$ cat src/rtl/pc_gen_pkg.sv
// rtl/pc_gen_pkg.sv - shared types and helpers for the program-counter generator
//
// Contents:
//   state_e    fetch control FSM states (IDLE / RUN / HALT)
//   sel_e      next-PC source select codes for the priority mux
//   ptr_bits   pointer width for a power-of-two deep structure (minimum 1 bit)
package pc_gen_pkg;

  typedef enum logic [1:0] {
    ST_IDLE = 2'd0,
    ST_RUN  = 2'd1,
    ST_HALT = 2'd2
  } state_e;

  typedef enum logic [2:0] {
    SEL_HOLD = 3'd0,
    SEL_SEQ  = 3'd1,
    SEL_EXC  = 3'd2,
    SEL_BR   = 3'd3,
    SEL_RAS  = 3'd4,
    SEL_JMP  = 3'd5
  } sel_e;

  function automatic int unsigned ptr_bits(input int unsigned depth);
    return (depth <= 1) ? 1 : $clog2(depth);
  endfunction

endpackage

$ cat src/rtl/pc_gen_if.sv
// rtl/pc_gen_if.sv - fetch control / redirect bundle between the pipeline and pc_gen
//
// Signals:
//   start_i, halt_i, stall_i, exc_i       run control and hazard/exception inputs
//   br_taken_i, br_target_i               taken-branch redirect
//   jmp_i, jmp_target_i, call_i, ret_i    jump / call / return redirect
//   pc_o, pc_valid_o                      registered fetch address and its valid
//   ras_empty_o, ras_full_o, ras_uflow_o  return-address-stack status
// Modports: master drives the control inputs, slave is the pc_gen side.
interface pc_gen_if #(
  parameter int PC_WIDTH = 32
);
  logic                start_i;
  logic                halt_i;
  logic                stall_i;
  logic                exc_i;
  logic                br_taken_i;
  logic [PC_WIDTH-1:0] br_target_i;
  logic                jmp_i;
  logic [PC_WIDTH-1:0] jmp_target_i;
  logic                call_i;
  logic                ret_i;
  logic [PC_WIDTH-1:0] pc_o;
  logic                pc_valid_o;
  logic                ras_empty_o;
  logic                ras_full_o;
  logic                ras_uflow_o;

  modport master (
    output start_i, halt_i, stall_i, exc_i, br_taken_i, br_target_i,
           jmp_i, jmp_target_i, call_i, ret_i,
    input  pc_o, pc_valid_o, ras_empty_o, ras_full_o, ras_uflow_o
  );

  modport slave (
    input  start_i, halt_i, stall_i, exc_i, br_taken_i, br_target_i,
           jmp_i, jmp_target_i, call_i, ret_i,
    output pc_o, pc_valid_o, ras_empty_o, ras_full_o, ras_uflow_o
  );
endinterface

$ cat src/rtl/pc_gen_ras.sv
// rtl/pc_gen_ras.sv - circular return-address stack with push/pop/flush
//
// Ports:
//   clk_i, rst_ni   clock, asynchronous active-low reset
//   push_i, data_i  push a return address (overwrites the oldest entry when full)
//   pop_i           discard the top entry (ignored when empty)
//   flush_i         drop all entries; wins over push/pop
//   top_o           current top entry (meaningful only when not empty)
//   empty_o, full_o occupancy flags
module pc_gen_ras
  import pc_gen_pkg::*;
#(
  parameter int WIDTH = 32,
  parameter int DEPTH = 4
) (
  input  logic             clk_i,
  input  logic             rst_ni,
  input  logic             push_i,
  input  logic             pop_i,
  input  logic             flush_i,
  input  logic [WIDTH-1:0] data_i,
  output logic [WIDTH-1:0] top_o,
  output logic             empty_o,
  output logic             full_o
);

  localparam int PW = ptr_bits(DEPTH);
  localparam logic [PW:0] FULL_CNT = (PW+1)'(DEPTH);

  logic [PW-1:0]    top_q;
  logic [PW:0]      cnt_q;
  logic [WIDTH-1:0] mem_q [DEPTH];
  logic [PW-1:0]    wr_ptr;

  assign wr_ptr  = top_q + 1'b1;
  assign empty_o = (cnt_q == '0);
  assign full_o  = (cnt_q == FULL_CNT);
  assign top_o   = mem_q[top_q];

  // The pointer wraps freely: when full, the slot after top is the oldest
  // entry, so a push simply overwrites it while the count saturates.
  always_ff @(posedge clk_i or negedge rst_ni) begin
    if (!rst_ni) begin
      top_q <= '0;
      cnt_q <= '0;
    end else if (flush_i) begin
      cnt_q <= '0;
    end else if (push_i) begin
      top_q <= wr_ptr;
      if (!full_o) cnt_q <= cnt_q + 1'b1;
    end else if (pop_i && !empty_o) begin
      top_q <= top_q - 1'b1;
      cnt_q <= cnt_q - 1'b1;
    end
  end

  always_ff @(posedge clk_i) begin
    if (push_i && !flush_i) mem_q[wr_ptr] <= data_i;
  end

endmodule

$ cat src/rtl/pc_gen.sv
// rtl/pc_gen.sv - fetch-stage program-counter generator with start/halt FSM and RAS
//
// Ports:
//   clk_i   clock, all state on the rising edge
//   rst_i   asynchronous active-low reset
//   bus     pc_gen_if.slave: run control, redirects, pc_o/pc_valid_o, RAS status
// Next-PC priority in RUN: exception, halt, hold (stall or !start), branch,
// return, jump, sequential.
module pc_gen
  import pc_gen_pkg::*;
#(
  parameter int                   PC_WIDTH    = 32,
  parameter logic [PC_WIDTH-1:0]  RESET_VEC   = 32'h0000_0000,
  parameter logic [PC_WIDTH-1:0]  EXC_VEC     = 32'h0000_0100,
  parameter int                   INSTR_BYTES = 4,
  parameter int                   RAS_DEPTH   = 4
) (
  input  logic   clk_i,
  input  logic   rst_i,
  pc_gen_if.slave bus
);

  localparam logic [PC_WIDTH-1:0] INCR       = PC_WIDTH'(INSTR_BYTES);
  localparam logic [PC_WIDTH-1:0] ALIGN_MASK = ~(PC_WIDTH'(INSTR_BYTES - 1));

  state_e              state_q, state_d;
  sel_e                sel;
  logic [PC_WIDTH-1:0] pc_q, pc_d, pc_inc;
  logic                valid_q, uflow_q, uflow_d, start_q;
  logic                ras_push, ras_pop, ras_flush;
  logic [PC_WIDTH-1:0] ras_top;
  logic                ras_empty, ras_full;

  assign pc_inc = pc_q + INCR;

  pc_gen_ras #(
    .WIDTH (PC_WIDTH),
    .DEPTH (RAS_DEPTH)
  ) u_ras (
    .clk_i   (clk_i),
    .rst_ni  (rst_i),
    .push_i  (ras_push),
    .pop_i   (ras_pop),
    .flush_i (ras_flush),
    .data_i  (pc_inc),
    .top_o   (ras_top),
    .empty_o (ras_empty),
    .full_o  (ras_full)
  );

  always_comb begin
    state_d   = state_q;
    sel       = SEL_HOLD;
    ras_push  = 1'b0;
    ras_pop   = 1'b0;
    ras_flush = 1'b0;
    uflow_d   = 1'b0;
    unique case (state_q)
      ST_IDLE: begin
        if (bus.start_i) state_d = ST_RUN;
      end
      ST_RUN: begin
        if (bus.exc_i) begin
          sel       = SEL_EXC;
          ras_flush = 1'b1;
        end else if (bus.halt_i) begin
          state_d = ST_HALT;
        end else if (!bus.start_i || bus.stall_i) begin
          sel = SEL_HOLD;
        end else if (bus.br_taken_i) begin
          sel = SEL_BR;
        end else if (bus.ret_i) begin
          // An empty stack falls back to the jump target and flags it.
          if (ras_empty) begin
            sel     = SEL_JMP;
            uflow_d = 1'b1;
          end else begin
            sel     = SEL_RAS;
            ras_pop = 1'b1;
          end
        end else if (bus.jmp_i) begin
          sel      = SEL_JMP;
          ras_push = bus.call_i;
        end else begin
          sel = SEL_SEQ;
        end
      end
      ST_HALT: begin
        if (bus.exc_i) begin
          state_d   = ST_RUN;
          sel       = SEL_EXC;
          ras_flush = 1'b1;
        end else if (bus.start_i && !start_q) begin
          state_d = ST_RUN;
        end
      end
      default: state_d = ST_IDLE;
    endcase
  end

  always_comb begin
    pc_d = pc_q;
    unique case (sel)
      SEL_SEQ: pc_d = pc_inc;
      SEL_EXC: pc_d = EXC_VEC;
      SEL_BR:  pc_d = bus.br_target_i & ALIGN_MASK;
      SEL_RAS: pc_d = ras_top;
      SEL_JMP: pc_d = bus.jmp_target_i & ALIGN_MASK;
      default: pc_d = pc_q;
    endcase
  end

  always_ff @(posedge clk_i or negedge rst_i) begin
    if (!rst_i) begin
      state_q <= ST_IDLE;
      pc_q    <= RESET_VEC;
      valid_q <= 1'b0;
      uflow_q <= 1'b0;
      start_q <= 1'b0;
    end else begin
      state_q <= state_d;
      pc_q    <= pc_d;
      valid_q <= (state_d == ST_RUN) && bus.start_i;
      uflow_q <= uflow_d;
      start_q <= bus.start_i;
    end
  end

  assign bus.pc_o        = pc_q;
  assign bus.pc_valid_o  = valid_q;
  assign bus.ras_empty_o = ras_empty;
  assign bus.ras_full_o  = ras_full;
  assign bus.ras_uflow_o = uflow_q;

endmodule

$ cat src/flat_wrapper.sv
// flat-port wrapper written by rule: the top's interface ports become plain ports
module pc_gen_flat import pc_gen_pkg::*;
#(
  parameter int                   PC_WIDTH    = 32,
  parameter logic [PC_WIDTH-1:0]  RESET_VEC   = 32'h0000_0000,
  parameter logic [PC_WIDTH-1:0]  EXC_VEC     = 32'h0000_0100,
  parameter int                   INSTR_BYTES = 4,
  parameter int                   RAS_DEPTH   = 4
)
  (clk_i, rst_i, bus_start_i, bus_halt_i, bus_stall_i, bus_exc_i, bus_br_taken_i, bus_br_target_i, bus_jmp_i, bus_jmp_target_i, bus_call_i, bus_ret_i, bus_pc_o, bus_pc_valid_o, bus_ras_empty_o, bus_ras_full_o, bus_ras_uflow_o);
  pc_gen_if #(.PC_WIDTH(PC_WIDTH)) bus_i ();
  input  logic clk_i;
  input  logic rst_i;
  input wire logic [$bits(bus_i.start_i)-1:0] bus_start_i;
  input wire logic [$bits(bus_i.halt_i)-1:0] bus_halt_i;
  input wire logic [$bits(bus_i.stall_i)-1:0] bus_stall_i;
  input wire logic [$bits(bus_i.exc_i)-1:0] bus_exc_i;
  input wire logic [$bits(bus_i.br_taken_i)-1:0] bus_br_taken_i;
  input wire logic [$bits(bus_i.br_target_i)-1:0] bus_br_target_i;
  input wire logic [$bits(bus_i.jmp_i)-1:0] bus_jmp_i;
  input wire logic [$bits(bus_i.jmp_target_i)-1:0] bus_jmp_target_i;
  input wire logic [$bits(bus_i.call_i)-1:0] bus_call_i;
  input wire logic [$bits(bus_i.ret_i)-1:0] bus_ret_i;
  output wire logic [$bits(bus_i.pc_o)-1:0] bus_pc_o;
  output wire logic [$bits(bus_i.pc_valid_o)-1:0] bus_pc_valid_o;
  output wire logic [$bits(bus_i.ras_empty_o)-1:0] bus_ras_empty_o;
  output wire logic [$bits(bus_i.ras_full_o)-1:0] bus_ras_full_o;
  output wire logic [$bits(bus_i.ras_uflow_o)-1:0] bus_ras_uflow_o;
  assign bus_i.start_i = bus_start_i;
  assign bus_i.halt_i = bus_halt_i;
  assign bus_i.stall_i = bus_stall_i;
  assign bus_i.exc_i = bus_exc_i;
  assign bus_i.br_taken_i = bus_br_taken_i;
  assign bus_i.br_target_i = bus_br_target_i;
  assign bus_i.jmp_i = bus_jmp_i;
  assign bus_i.jmp_target_i = bus_jmp_target_i;
  assign bus_i.call_i = bus_call_i;
  assign bus_i.ret_i = bus_ret_i;
  assign bus_pc_o = bus_i.pc_o;
  assign bus_pc_valid_o = bus_i.pc_valid_o;
  assign bus_ras_empty_o = bus_i.ras_empty_o;
  assign bus_ras_full_o = bus_i.ras_full_o;
  assign bus_ras_uflow_o = bus_i.ras_uflow_o;
  pc_gen #(.PC_WIDTH(PC_WIDTH), .RESET_VEC(RESET_VEC), .EXC_VEC(EXC_VEC), .INSTR_BYTES(INSTR_BYTES), .RAS_DEPTH(RAS_DEPTH)) u_core (.clk_i(clk_i), .rst_i(rst_i), .bus(bus_i));
endmodule
$ cat config.mk
export PLATFORM = sky130hd
export DESIGN_NAME = pc_gen_flat
export DESIGN_NICKNAME = d
export VERILOG_FILES = /design/src/rtl/pc_gen_pkg.sv /design/src/rtl/pc_gen_if.sv /design/src/rtl/pc_gen_ras.sv /design/src/rtl/pc_gen.sv /design/src/flat_wrapper.sv
export SDC_FILE = /design/constraint.sdc
export NUM_CORES = 1
export LEC_CHECK = 0
export ABC_CLOCK_PERIOD_IN_PS = 4250
export CORE_UTILIZATION = 50
export DETAILED_ROUTE_END_ITERATION = 16
export PLACE_DENSITY = 0.71
export SLEW_MARGIN = 20
export SYNTH_ARGS = -nofsm -noshare
export SYNTH_HDL_FRONTEND = slang
export SYNTH_SLANG_ARGS = --single-unit
$ cat constraint.sdc
create_clock -name clk_i -period 4.25 [get_ports clk_i]
set_input_delay 0.85 -clock clk_i [delete_from_list [all_inputs] [get_ports clk_i]]
set_output_delay 0.85 -clock clk_i [all_outputs]
set_load 0.02 [all_outputs]
Yosys cells after proc, flatten, opt, wreduce, memory -nomap -nowiden
Memories as Yosys holds them, arrays and structs flattened.
Cells that the tools add are included.

cells by class
  div/mod/pow operators = 0
  add/sub/neg operators = 5
  multiply operators = 0
  $lt $le $gt $ge = 0
  shifts and indexed selects = 0
  equal/unequal tests = 10
  reductions and logical operators = 17
  bitwise gates (word level) = 1
  multiplexer cells = 47

operator list
  operator                                                number
  case mux 32 bit (5 select lines)                        1
  adder 32 x 3 -> 32 bit (second input constant)          1
  two-way mux 3 bit                                       10
  two-way mux 1 bit                                       26
  two-way mux 2 bit                                       8
  == test 3 bit (second input constant)                   3
  == test 3 x 2 -> 1 bit (second input constant)          2
  case mux 2 bit (3 select lines)                         1
  case mux 3 bit (2 select lines)                         1
  nonzero test 5 bit                                      1
  == test 2 x 1 -> 1 bit (second input constant)          2
  logical AND 1 bit                                       4
  zero test 1 bit                                         4
  AND reduction 2 bit                                     2
  adder 3 x 1 -> 3 bit (second input constant)            1
  == test 3 x 1 -> 1 bit (second input constant)          1
  zero test 3 bit                                         1
  inequality test 3 x 2 -> 1 bit (second input constant)  1
  nonzero test 3 bit                                      1
  subtractor 3 x 1 -> 3 bit (second input constant)       1
  adder 2 x 1 -> 2 bit (second input constant)            1
  == test 2 bit (second input constant)                   1
  zero test 2 bit                                         1
  nonzero test 2 bit                                      1
  other kinds (4)                                         4

storage, ports and cells
  bits in registers = 42
  ROM bits = 0
  memories = 1
  memory bits (writable) = 128
  bits of input ports = 74
  latch bits = 0
  output and inout port bits = 36
  word-level logic and storage cells = 88

memory list
  name                depth  width  rd ports  clocked after memory_dff  write ports  line              RTL
  u_core.u_ras.mem_q  4      32     1         0                         1            pc_gen_ras.sv:32  logic [WIDTH-1:0] mem_q [DEPTH];

Logic depth before layout (Yosys ltp)
Gate-level depths: netlist (run 1).

  depth in word-level cells = 12
  gate-level depth with buffers = 11
  depth with buffers taken out = 10

Cells and area by module
Synthesis (run 1) repeated with hierarchy kept, for this count alone.

second synthesis, totals
  cell total of the unflattened synthesis = 548
  area, all modules = 7,957.6 µm²

modules (own cells, without submodules)
  module      sequential area each (µm²)  times used  cells an instance  area an instance (µm²)
  pc_gen_ras  3,968.8                     1           209                5,021.1
  pc_gen      925.9                       1           339                2,936.6

Least setup slack after synthesis (run 1)
OpenSTA, ideal clock, no wires.

  kind = in2reg
  from = input port bus_exc_i
  to = memory u_core.u_ras.mem_q[0][0] (enable)
  buffers on the path = 1
  arrival = 2.624 ns
  setup time = 0.392 ns
  stages = 4
  required time = 3.858 ns
  slack = 1.234 ns
  cell sequence = clkbuf_1 > or3b_1 > nor4_4 > and2_1

on the way
  word-level cells in the longest chain between the ends = 6
  elaborated cells between the ends (all ways) = 8
  classes of those cells = mux (6); reduce/logical (2)

ends and longest elaborated chain
  element                                    line                        RTL
  start: declaration                         flat_wrapper.sv:17          input wire logic [$bits(bus_i.exc_i)-1:0] bus_exc_i;
  two-way mux 1 bit                          pc_gen.sv:63, pc_gen.sv:89
  two-way mux 1 bit                          n/a
  zero test 1 bit                            pc_gen_ras.sv:58            if (push_i && !flush_i) mem_q[wr_ptr] <= data_i;
  logical AND 1 bit *                        pc_gen_ras.sv:58
  two-way mux 1 bit *                        pc_gen_ras.sv:58
  two-way mux 1 bit (implied by the code) *  pc_gen_ras.sv:58
  end: declaration                           pc_gen_ras.sv:32

Mark *: on every way between the ends. The rest lies on a longest branch, timed or not.

Worst setup path in the final report (run 1)
  from = input port bus_start_i
  to = register u_core.u_ras.cnt_q[2]

on the way
  word-level cells in the longest chain between the ends = 9
  elaborated cells between the ends (all ways) = 16
  classes of those cells = eq/ne (1); mux (10); reduce/logical (5)

ends and longest elaborated chain
  element                        line                RTL
  start: declaration             flat_wrapper.sv:14  input wire logic [$bits(bus_i.start_i)-1:0] bus_start_i;
  zero test 1 bit *              pc_gen.sv:68        end else if (!bus.start_i || bus.stall_i) begin
  logical OR 1 bit *             pc_gen.sv:68
  two-way mux 1 bit              pc_gen.sv:68
  two-way mux 1 bit              pc_gen.sv:66        end else if (bus.halt_i) begin
  two-way mux 1 bit              pc_gen.sv:63        if (bus.exc_i) begin
  two-way mux 1 bit              pc_gen.sv:58        unique case (state_q)
  logical AND 1 bit              pc_gen_ras.sv:51    end else if (pop_i && !empty_o) begin
  nonzero test 3 bit (no line)   n/a
  AND reduction 2 bit (no line)  n/a
  end signal: assignment         pc_gen_ras.sv:50    if (!full_o) cnt_q <= cnt_q + 1'b1;
  end signal: assignment         pc_gen_ras.sv:53    cnt_q <= cnt_q - 1'b1;
  end: declaration               pc_gen_ras.sv:31    logic [PW:0] cnt_q;

Marks and branches as above.
A chain may end at the register's enable or synchronous reset.

==> results of run 1 <==
## worst max-delay path by stage
stage                           start                       end  slack [ps]  cells past startpoint
after global placement    bus_start_i     u_core.u_ras.cnt_q[2]         680                      9
after floorplan             bus_exc_i  u_core.u_ras.mem_q[0][0]        1230                      4
after global routing      bus_start_i     u_core.u_ras.cnt_q[2]         840                      9
after CTS                 bus_start_i     u_core.u_ras.cnt_q[2]        1050                      9
final                     bus_start_i     u_core.u_ras.cnt_q[2]        1050                      9
after detailed placement  bus_start_i     u_core.u_ras.cnt_q[2]         610                      9
## power groups by stage
stage                     clock (W)  combinational [W]  sequential (W)
after CTS                   0.00163            0.00127         0.00216
after detailed placement          0            0.00126         0.00219
after floorplan                   0           0.000791         0.00216
after global placement            0            0.00122         0.00219
after global routing        0.00169            0.00137         0.00218
final                       0.00161            0.00128         0.00216
## kinds of logic after synthesis
family                     Yosys count
xor gates and xnor gates            30
buffers and inverters               56
DFF                                170
muxes                               35
AOI/OAI and AO/OA                  124
and+or+nand+nor                    136
adders and majority gates           10
## area by class of cell
type,instances,area (um2)
clock buffers,20,437
inverters,18,67.6
fillers,1170,5830
repair buffers,125,1200
flip-flops and latches,170,4900
multi-input cells,335,2900
clock inverters,12,174
well taps,216,270
## cell usage after synthesis, drive strengths merged, types with 8 or more instances
master	count
nand2	28
dfrtp	42
o21ai	25
nand3	20
nor2	17
nand4	14
ha	9
mux4	32
a211o	8
inv	18
clkbuf	19
xnor2	23
a222oi	8
a21o	12
buf	19
and2	11
a22o	19
a221oi	8
edfxtp	128
and3	9
## state kept, by name (all words and copies together), names as in the netlist
signal	flops
u_core.bus.pc_o	32
u_core.bus.pc_valid_o	1
u_core.bus.ras_uflow_o	1
u_core.start_q	1
u_core.state_q	2
u_core.u_ras.cnt_q	3
u_core.u_ras.mem_q	128
u_core.u_ras.top_q	2
## per-layer routing
metal / part of all wire [%] / wire, um / up-vias
li1: - / - / 2432
met1: 39 / 8140 / 2798
met2: 50 / 10300 / 305
met3: 8.7 / 1810 / 44
met4: 2.6 / 551 / 0
met5: 0 / 0 / -
## per-stage QoR
step / instances / total power [W]
floorplan: 561 / 0.00295
global placement: 864 / 0.00341
detailed placement: 864 / 0.00345
CTS: 896 / 0.00506
global route: 896 / 0.00525
finish: 896 / 0.00505
==> results.sh, run 1 <==
export IMPL_synthCells=561
export IMPL_p_leak_nw=3.55
export IMPL_timing_final_crit_share_pct=75.4
export IMPL_hold_slack_ps=324
export IMPL_seq_area_frac_synth_pct=60.8
export IMPL_p_switching_w=0.00150
export IMPL_status="completed"
export IMPL_rows=46
export IMPL_crit_top_cell="o21ai_0"
export IMPL_synthesis_nets=645
export IMPL_max_stage_delay_ps=550
export IMPL_antenna_found_initial=0
export IMPL_async_flop_share_pct=24.7
export IMPL_gp_congestion=0.844
export IMPL_max_cap_violations=0
export IMPL_slew_headroom_pct=33.4
export IMPL_vdd_ir_drop_max_mv=0.299
export IMPL_portBuffers=105
export IMPL_final_nets=751
export IMPL_fin_skew_ps=7.59
export IMPL_vias=5579
export IMPL_max_freq_mhz=312
export IMPL_synthAdderAreaFrac_pct=1.65
export IMPL_fp_dieW_um=129
export IMPL_crit_slowest_cell="or3b_1"
export IMPL_grt_use_met1_pct=35.9
export IMPL_yosys_register_bits=170
export IMPL_avgRoutedWirePerCell_um=23.2
export IMPL_yosys_warnings=0
export IMPL_syn_to_final_growth_pct=23.5
export IMPL_top_usage_layer="met2"
export IMPL_postLayoutSetupSlackWorst_ps=1050
export IMPL_yosys_area_top_type="edfxtp_1"
export IMPL_clk_path_buf_depth=2
export IMPL_cp_cell_sequence="clkdlybuf4s50_1 -> or3b_1 -> nor4_4 -> inv_1 -> fa_1 -> nand2_1 -> o21ai_0 -> o211ai_1 -> o21ai_0"
export IMPL_required_ps=4550
export IMPL_postCtsHoldBufs=0
export IMPL_worst_r2r_startpoint="u_core.state_q[1]"
export IMPL_r2r_setup_slack_ps=1330
export IMPL_grt_pass1_wl_mm=32.2
export IMPL_clk_latency_ps=430
export IMPL_synthFlopType="edfxtp_1"
export IMPL_grt_util_met3_pct=4.74
export IMPL_yosys_top_cells_area="edfxtp_1 (48%), dfrtp_1 (13%), mux4_2 (9.0%)"
export IMPL_clk_pin_slew_worst_paths_ps=60
export IMPL_final_layout_size_suffix_gt1_share_pct=13.8
export IMPL_routed_wl_mm=20.8
export IMPL_cts_tree="built"
export IMPL_syn_cell_area_um2=8050
export IMPL_syn_area_per_cell_um2=14.3
export IMPL_synth_edf_count=128
export IMPL_synth_top_area_share_pct=47.8
export IMPL_power_per_cell_area_nw_per_um2=508
export IMPL_grt_usage_pct=26.9
export IMPL_initial_core_util_pct=51.0
export IMPL_synth_compound_area_share_pct=12.2
export IMPL_grt_overflow=0
export IMPL_power_frac_clock_pct=31.9
export IMPL_cp_num_buf_inv=2
export IMPL_ctsHtreeMaxLevel=4
export IMPL_cp_arrival_ps=3500
export IMPL_reg2reg_depth=10
export IMPL_first_iter_violations=528
export IMPL_swShare_pct=29.7
export IMPL_die_area_um2=16600
export IMPL_use_met2_pct=44.1
export IMPL_cts_resized=0
export IMPL_clock_sinks=170
export IMPL_reg2reg_to="u_core.u_ras.cnt_q[2]"
export IMPL_end_kind="flip-flop"
export IMPL_antenna_left=0
export IMPL_dr_pass1_iters=6
export IMPL_synth_cell_types=61
export IMPL_path_max_fanout=8
export IMPL_hp_class="input pin to asynchronous set/reset pin"
export IMPL_mostFrequentLayoutCells="edfxtp_1 (128), clkdlybuf4s50_1 (104), dfrtp_1 (41)"
export IMPL_via_per_inst=6.23
export IMPL_synth_mux_area_fraction_pct=9.33
export IMPL_grt_max_degree=37
export IMPL_p_int_w=0.00355
export IMPL_pwr_share_comb_pct=25.3
export IMPL_hpwl_mm=13.6
export IMPL_dpl_cell_area_um2=9330
export IMPL_finalInstanceArea_um2=9940
export IMPL_die_h_um=129
export IMPL_drt_drc_violations_left=0
export IMPL_drv_slew=0
export IMPL_cts_root_buf="clkbuf_16"
export IMPL_finalSetupViolCount=0
export IMPL_core_area_um2=15800
export IMPL_io_pins=110
export IMPL_grt_setup_unrepaired="false"
export IMPL_place_ws_ps=608
export IMPL_cts_setup_buffers=0
export IMPL_final_setup_tns_ps=0
export IMPL_cts_made_buffers=17
export IMPL_cp_start_kind="input pin"
export IMPL_tightest_slew_ps=999
export IMPL_period_minus_slack_ps=3200
export IMPL_synth_top_family_by_area="compound AO/OA/AOI/OAI gates"
export IMPL_synthXorXnorAreaFrac_pct=3.26
export IMPL_layout_cells_most_common="edfxtp_1"
export IMPL_synth_simple_gate_area_share_pct=9.37
export IMPL_n_antenna_cell=0
export IMPL_pwr_share_seq_pct=42.7
export IMPL_grt_pass1_vias=5671
export IMPL_utilization_pct=63.0
export IMPL_crit_family="simple AND/OR/NAND/NOR gates"
export IMPL_hold_violations=0
export IMPL_worst_setup_path_type="input pin to flip-flop"
Note: power is estimated with default switching activity, not from simulation.
==> run 2, diff against run 1 <==
--- a/config.mk
+++ b/config.mk
@@ -5,10 +5,10 @@
 export SDC_FILE = /design/constraint.sdc
 export NUM_CORES = 1
 export LEC_CHECK = 0
-export ABC_CLOCK_PERIOD_IN_PS = 4250
+export ABC_CLOCK_PERIOD_IN_PS = 2850
 export CORE_UTILIZATION = 50
 export DETAILED_ROUTE_END_ITERATION = 16
-export PLACE_DENSITY = 0.71
+export PLACE_DENSITY = 0.74
 export SLEW_MARGIN = 20
 export SYNTH_ARGS = -nofsm -noshare
 export SYNTH_HDL_FRONTEND = slang
==> constraint.sdc (replaced) <==
create_clock -name clk_i -period 2.85 [get_ports clk_i]
set_input_delay 0.57 -clock clk_i [delete_from_list [all_inputs] [get_ports clk_i]]
set_output_delay 0.57 -clock clk_i [all_outputs]
set_load 0.02 [all_outputs]
==> results.sh, run 2 (same netlist as run 1, synthesis figures left out) <==
export IMPL_status="completed"
export IMPL_hold_violations=0
export IMPL_end_kind="output pin"
export IMPL_clk_pin_slew_worst_paths_ps=60
export IMPL_finalSetupViolCount=0
export IMPL_grt_setup_unrepaired="false"
export IMPL_crit_slowest_cell="clkdlybuf4s50_1"
export IMPL_rows=46
export IMPL_largest_reg_flops=128
export IMPL_layout_cells_most_common="edfxtp_1"
export IMPL_hpwl_mm=14.8
export IMPL_cts_made_buffers=17
export IMPL_vias=5761
export IMPL_mostFrequentLayoutCells="edfxtp_1 (128), clkdlybuf4s50_1 (104), buf_4 (45)"
export IMPL_antenna_left=0
export IMPL_required_ps=2280
export IMPL_cts_root_buf="clkbuf_16"
export IMPL_timing_final_crit_share_pct=96.5
export IMPL_routed_wl_mm=21.5
export IMPL_avgRoutedWirePerCell_um=23.2
export IMPL_drv_slew=0
export IMPL_cts_setup_buffers=0
export IMPL_clk_path_buf_depth=2
export IMPL_slew_headroom_pct=60.3
export IMPL_cts_tree="built"
export IMPL_cts_resized=0
export IMPL_finalNonFillerCells=930
export IMPL_fin_skew_ps=9.19
export IMPL_power_per_cell_area_nw_per_um2=724
export IMPL_via_per_inst=6.19
export IMPL_max_freq_mhz=364
export IMPL_grt_pass1_vias=5945
export IMPL_final_layout_size_suffix_gt1_share_pct=18.1
export IMPL_gp_congestion=0.898
export IMPL_core_area_um2=15800
export IMPL_clk_latency_ps=430
export IMPL_dpl_cell_count=898
export IMPL_io_pins=110
export IMPL_n_antenna_cell=0
export IMPL_hp_class="input pin to asynchronous set/reset pin"
export IMPL_tightest_slew_ps=588
export IMPL_vdd_ir_drop_max_mv=0.455
export IMPL_period_minus_slack_ps=2750
export IMPL_hold_slack_ps=81.5
export IMPL_multi_input_comb_area_um2=2900
export IMPL_max_cap_violations=0
export IMPL_fp_dieW_um=129
export IMPL_reg2reg_depth=10
export IMPL_grt_max_degree=25
export IMPL_postCtsHoldBufs=0
export IMPL_antenna_found_initial=0
export IMPL_final_nets=785
export IMPL_largest_register="u_core.u_ras.mem_q"
export IMPL_worst_setup_path_type="flip-flop to output pin"
export IMPL_fillers=1184
export IMPL_first_iter_violations=680
export IMPL_ctsHtreeMaxLevel=4
export IMPL_dr_pass1_iters=8
export IMPL_drt_drc_violations_left=0
export IMPL_syn_to_final_growth_pct=27.4
export IMPL_register_area_um2=4900
export IMPL_clock_sinks=170
export IMPL_grt_overflow=0
export IMPL_grt_usage_pct=27.6
export IMPL_initial_core_util_pct=51.0
export IMPL_path_max_fanout=8
export IMPL_cp_arrival_ps=2180
export IMPL_die_area_um2=16600
export IMPL_p_leak_nw=3.72
export IMPL_grt_pass1_wl_mm=33.2
export IMPL_die_h_um=129
export IMPL_cp_cell_sequence="or3_1 -> inv_1 -> clkdlybuf4s50_1"
export IMPL_portBuffers=105
export IMPL_cp_start_kind="flip-flop"
export IMPL_max_stage_delay_ps=610
==> run 2: cell types whose count changed in the layout (fill, tap and decap cells not counted), moves of 2 or more <==
cell / delta
buf_12: +9
buf_4: +25
bufinv_16: -3
clkbuf_8: +2
==> run 2: where the power goes <==
| group | total (W) | internal (W) | leakage (nW) | switching (W) |
|---|---|---|---|---|
| sequential | 0.00317 | 0.00290 | 1.73 | 0.000269 |
| clock | 0.00219 | 0.00124 | 0.263 | 0.000945 |
| combinational | 0.00206 | 0.00102 | 1.73 | 0.00104 |
==> run 2: stage by stage <==
stage	instance area, um2	util, %	TNS, ps	total power, W	worst slack, ps
final	10300	65.0	0	0.00742	100
after global routing	10300	65.0	0	0.00771	22.3
after CTS	10300	65.0	0	0.00744	89.3
after detailed placement	9700	61.5	-105	0.00525	-105
after global placement	9700	61.5	-35.1	0.00518	-35.1
after floorplan	8050	-	0	0.00440	95.7
==> run 2: layout make-up <==
| class | count | share of cell area [%] |
|---|---|---|
| Sequential cell | 170 | 47.8 |
| Inverter | 18 | 0.659 |
| Timing Repair Buffer | 159 | 15.3 |
| Clock inverter | 11 | 0.940 |
| Multi-Input combinational cell | 335 | 28.3 |
| Tap cell | 216 | 2.64 |
| Clock buffer | 21 | 4.49 |
==> run 2: worst paths after layout <==
| path | start | end | slack, ps |
|---|---|---|---|
| max | u_core.u_ras.cnt_q[2] | bus_ras_empty_o | 100 |
| min | rst_i | u_core.bus.pc_o[8] | 80 |
| max reg2reg | u_core.state_q[1] | u_core.u_ras.cnt_q[2] | 270 |
| min reg2reg | u_core.bus.pc_o[1] | u_core.u_ras.mem_q[2][1] | 570 |
| max in group asynchronous | rst_i | u_core.u_ras.top_q[0] | 2120 |
| min in group clk_i | u_core.bus.pc_o[1] | u_core.u_ras.mem_q[2][1] | 570 |
==> run 2: critical path: cells and delay by family (launching register included) <==
kind / cells / cell delay [ps]
buffers and inverters: 2 / 760
DFF: 1 / 430
and+or+nand+nor: 1 / 550
==> run 2: metal layers <==
| layer | GRT usage (%) | wire length [um] | share of wire (%) | vias up |
|---|---|---|---|---|
| met5 | 0 | 0 | 0 | - |
| met4 | 12.5 | 516 | 2.4 | 0 |
| met3 | 6.07 | 1520 | 7.1 | 43 |
| met2 | 45.6 | 10900 | 51 | 289 |
| met1 | 35.0 | 8600 | 40 | 2924 |
| li1 | - | - | - | 2505 |
==> run 3, diff against run 2 <==
--- a/config.mk
+++ b/config.mk
@@ -6,9 +6,9 @@
 export NUM_CORES = 1
 export LEC_CHECK = 0
 export ABC_CLOCK_PERIOD_IN_PS = 2850
-export CORE_UTILIZATION = 50
+export CORE_UTILIZATION = 30
 export DETAILED_ROUTE_END_ITERATION = 16
-export PLACE_DENSITY = 0.74
+export PLACE_DENSITY = 0.48
 export SLEW_MARGIN = 20
 export SYNTH_ARGS = -nofsm -noshare
 export SYNTH_HDL_FRONTEND = slang
==> results.sh, run 3 (same netlist as run 1, synthesis figures left out) <==
export IMPL_status="finished with violations"
export IMPL_violations="design-rule violations"
export IMPL_swShare_pct=31.5
export IMPL_hold_violations=0
export IMPL_slew_headroom_pct=64.2
export IMPL_grt_setup_unrepaired="false"
export IMPL_largest_reg_flops=128
export IMPL_grt_usage_pct=17.3
export IMPL_clk_path_buf_depth=2
export IMPL_layout_cells_most_common="edfxtp_1"
export IMPL_die_h_um=166
export IMPL_cts_setup_buffers=0
export IMPL_cts_resized=0
export IMPL_dr_pass1_iters=12
export IMPL_reg2reg_depth=10
export IMPL_required_ps=2280
export IMPL_antenna_found_initial=0
export IMPL_via_per_inst=5.31
export IMPL_avgRoutedWirePerCell_um=22.3
export IMPL_cts_tree="built"
export IMPL_routed_wl_mm=23.3
export IMPL_grt_pass1_wl_mm=35.0
export IMPL_cp_start_kind="flip-flop"
export IMPL_cp_startpoint="u_core.u_ras.cnt_q[2]"
export IMPL_vdd_ir_drop_max_mv=0.388
export IMPL_rows=59
export IMPL_end_kind="output pin"
export IMPL_first_iter_violations=437
export IMPL_gp_congestion=0.784
export IMPL_grt_pass1_vias=5674
export IMPL_antenna_left=0
export IMPL_hpwl_mm=16.2
export IMPL_hold_slack_ps=40.1
export IMPL_fillers=2445
export IMPL_tightest_slew_ps=529
export IMPL_core_area_um2=26200
export IMPL_cts_made_buffers=17
export IMPL_drt_drc_violations_left=6
export IMPL_cts_root_buf="clkbuf_16"
export IMPL_finalInstanceArea_um2=10400
export IMPL_multi_input_comb_area_um2=2900
export IMPL_p_int_w=0.00518
export IMPL_finalSetupViolCount=0
export IMPL_p_leak_nw=3.73
export IMPL_portBuffers=105
export IMPL_clk_pin_slew_worst_paths_ps=70
export IMPL_register_area_um2=4900
export IMPL_power_frac_clock_pct=30.2
export IMPL_vias=5553
export IMPL_n_antenna_cell=0
export IMPL_largest_register="u_core.u_ras.mem_q"
export IMPL_hp_class="input pin to asynchronous set/reset pin"
export IMPL_fp_dieW_um=166
export IMPL_postCtsHoldBufs=0
export IMPL_ctsHtreeMaxLevel=4
export IMPL_period_minus_slack_ps=2750
export IMPL_io_pins=110
export IMPL_timing_final_crit_share_pct=96.6
export IMPL_final_nets=782
export IMPL_p_switching_w=0.00238
export IMPL_clk_latency_ps=430
export IMPL_clock_sinks=170
export IMPL_worst_r2r_startpoint="u_core.state_q[1]"
export IMPL_utilization_pct=39.7
export IMPL_max_cap_violations=0
export IMPL_max_freq_mhz=363
export IMPL_mostFrequentLayoutCells="edfxtp_1 (128), clkdlybuf4s50_1 (104), buf_4 (41), dfrtp_1 (41), mux4_2 (32)"
export IMPL_grt_overflow=0
export IMPL_grt_max_degree=33
export IMPL_die_area_um2=27500
export IMPL_fin_skew_ps=8.53
export IMPL_drv_slew=0
export IMPL_cp_arrival_ps=2180
export IMPL_final_layout_size_suffix_gt1_share_pct=18.0
export IMPL_path_max_fanout=8
export IMPL_syn_to_final_growth_pct=29.4
export IMPL_pwr_share_seq_pct=41.6
export IMPL_power_per_cell_area_nw_per_um2=726
export IMPL_pwr_share_comb_pct=28.2
export IMPL_initial_core_util_pct=30.7
export IMPL_dpl_cell_area_um2=9830
export IMPL_worst_setup_path_type="flip-flop to output pin"
-- run 3: layer usage --
| metal | track usage [%] | share of wire (%) |
|---|---|---|
| met5 | 0 | 0 |
| met3 | 3.31 | 5.5 |
| met1 | 23.0 | 45 |
| met2 | 29.0 | 49 |
| met4 | 4.43 | 0.87 |
-- run 3: final timing paths --
check	to	slack [ps]
worst max-delay path	bus_ras_empty_o	100
worst min-delay path	u_core.bus.ras_uflow_o	40
worst max register to register	u_core.u_ras.cnt_q[2]	400
worst min register to register	u_core.u_ras.mem_q[0][1]	580
max in group asynchronous	u_core.bus.pc_o[10]	2220
min in group clk_i	u_core.u_ras.mem_q[0][1]	580
-- run 3: critical path: stages (launching register included) --
cell and delay (ps):
dfrtp_1 440, or3_1 560, inv_1 140, clkdlybuf4s50_1 610
-- run 3: cell type report --
type                    count  share of cell area (%)
repair buffers            156                    14.9
clock buffers              17                    4.08
flip-flops and latches    170                    47.0
clock inverters            15                    1.50
inverters                  18                   0.649
well taps                 335                    4.02
multi-input cells         335                    27.8
-- run 3: metrics by stage --
stage	TNS, ps	setup WS, ps	power (W)	instances
2_1_floorplan	0	95.7	0.00440	561
3_3_place_gp	-45.2	-45.2	0.00531	1014
6_report	0	97.6	0.00756	1046
3_5_place_dp	-124	-124	0.00535	1014
5_1_grt	0	6.39	0.00790	1046
4_1_cts	0	58.2	0.00763	1046
-- run 3: power by group through the flow --
stage | Combinational (W) | Sequential, W | Clock (W)
6_report | 0.00213 | 0.00315 | 0.00228
5_1_grt | 0.00230 | 0.00317 | 0.00242
2_1_floorplan | 0.00118 | 0.00322 | 0
4_1_cts | 0.00216 | 0.00315 | 0.00233
3_3_place_gp | 0.00211 | 0.00319 | 0
3_5_place_dp | 0.00215 | 0.00319 | 0
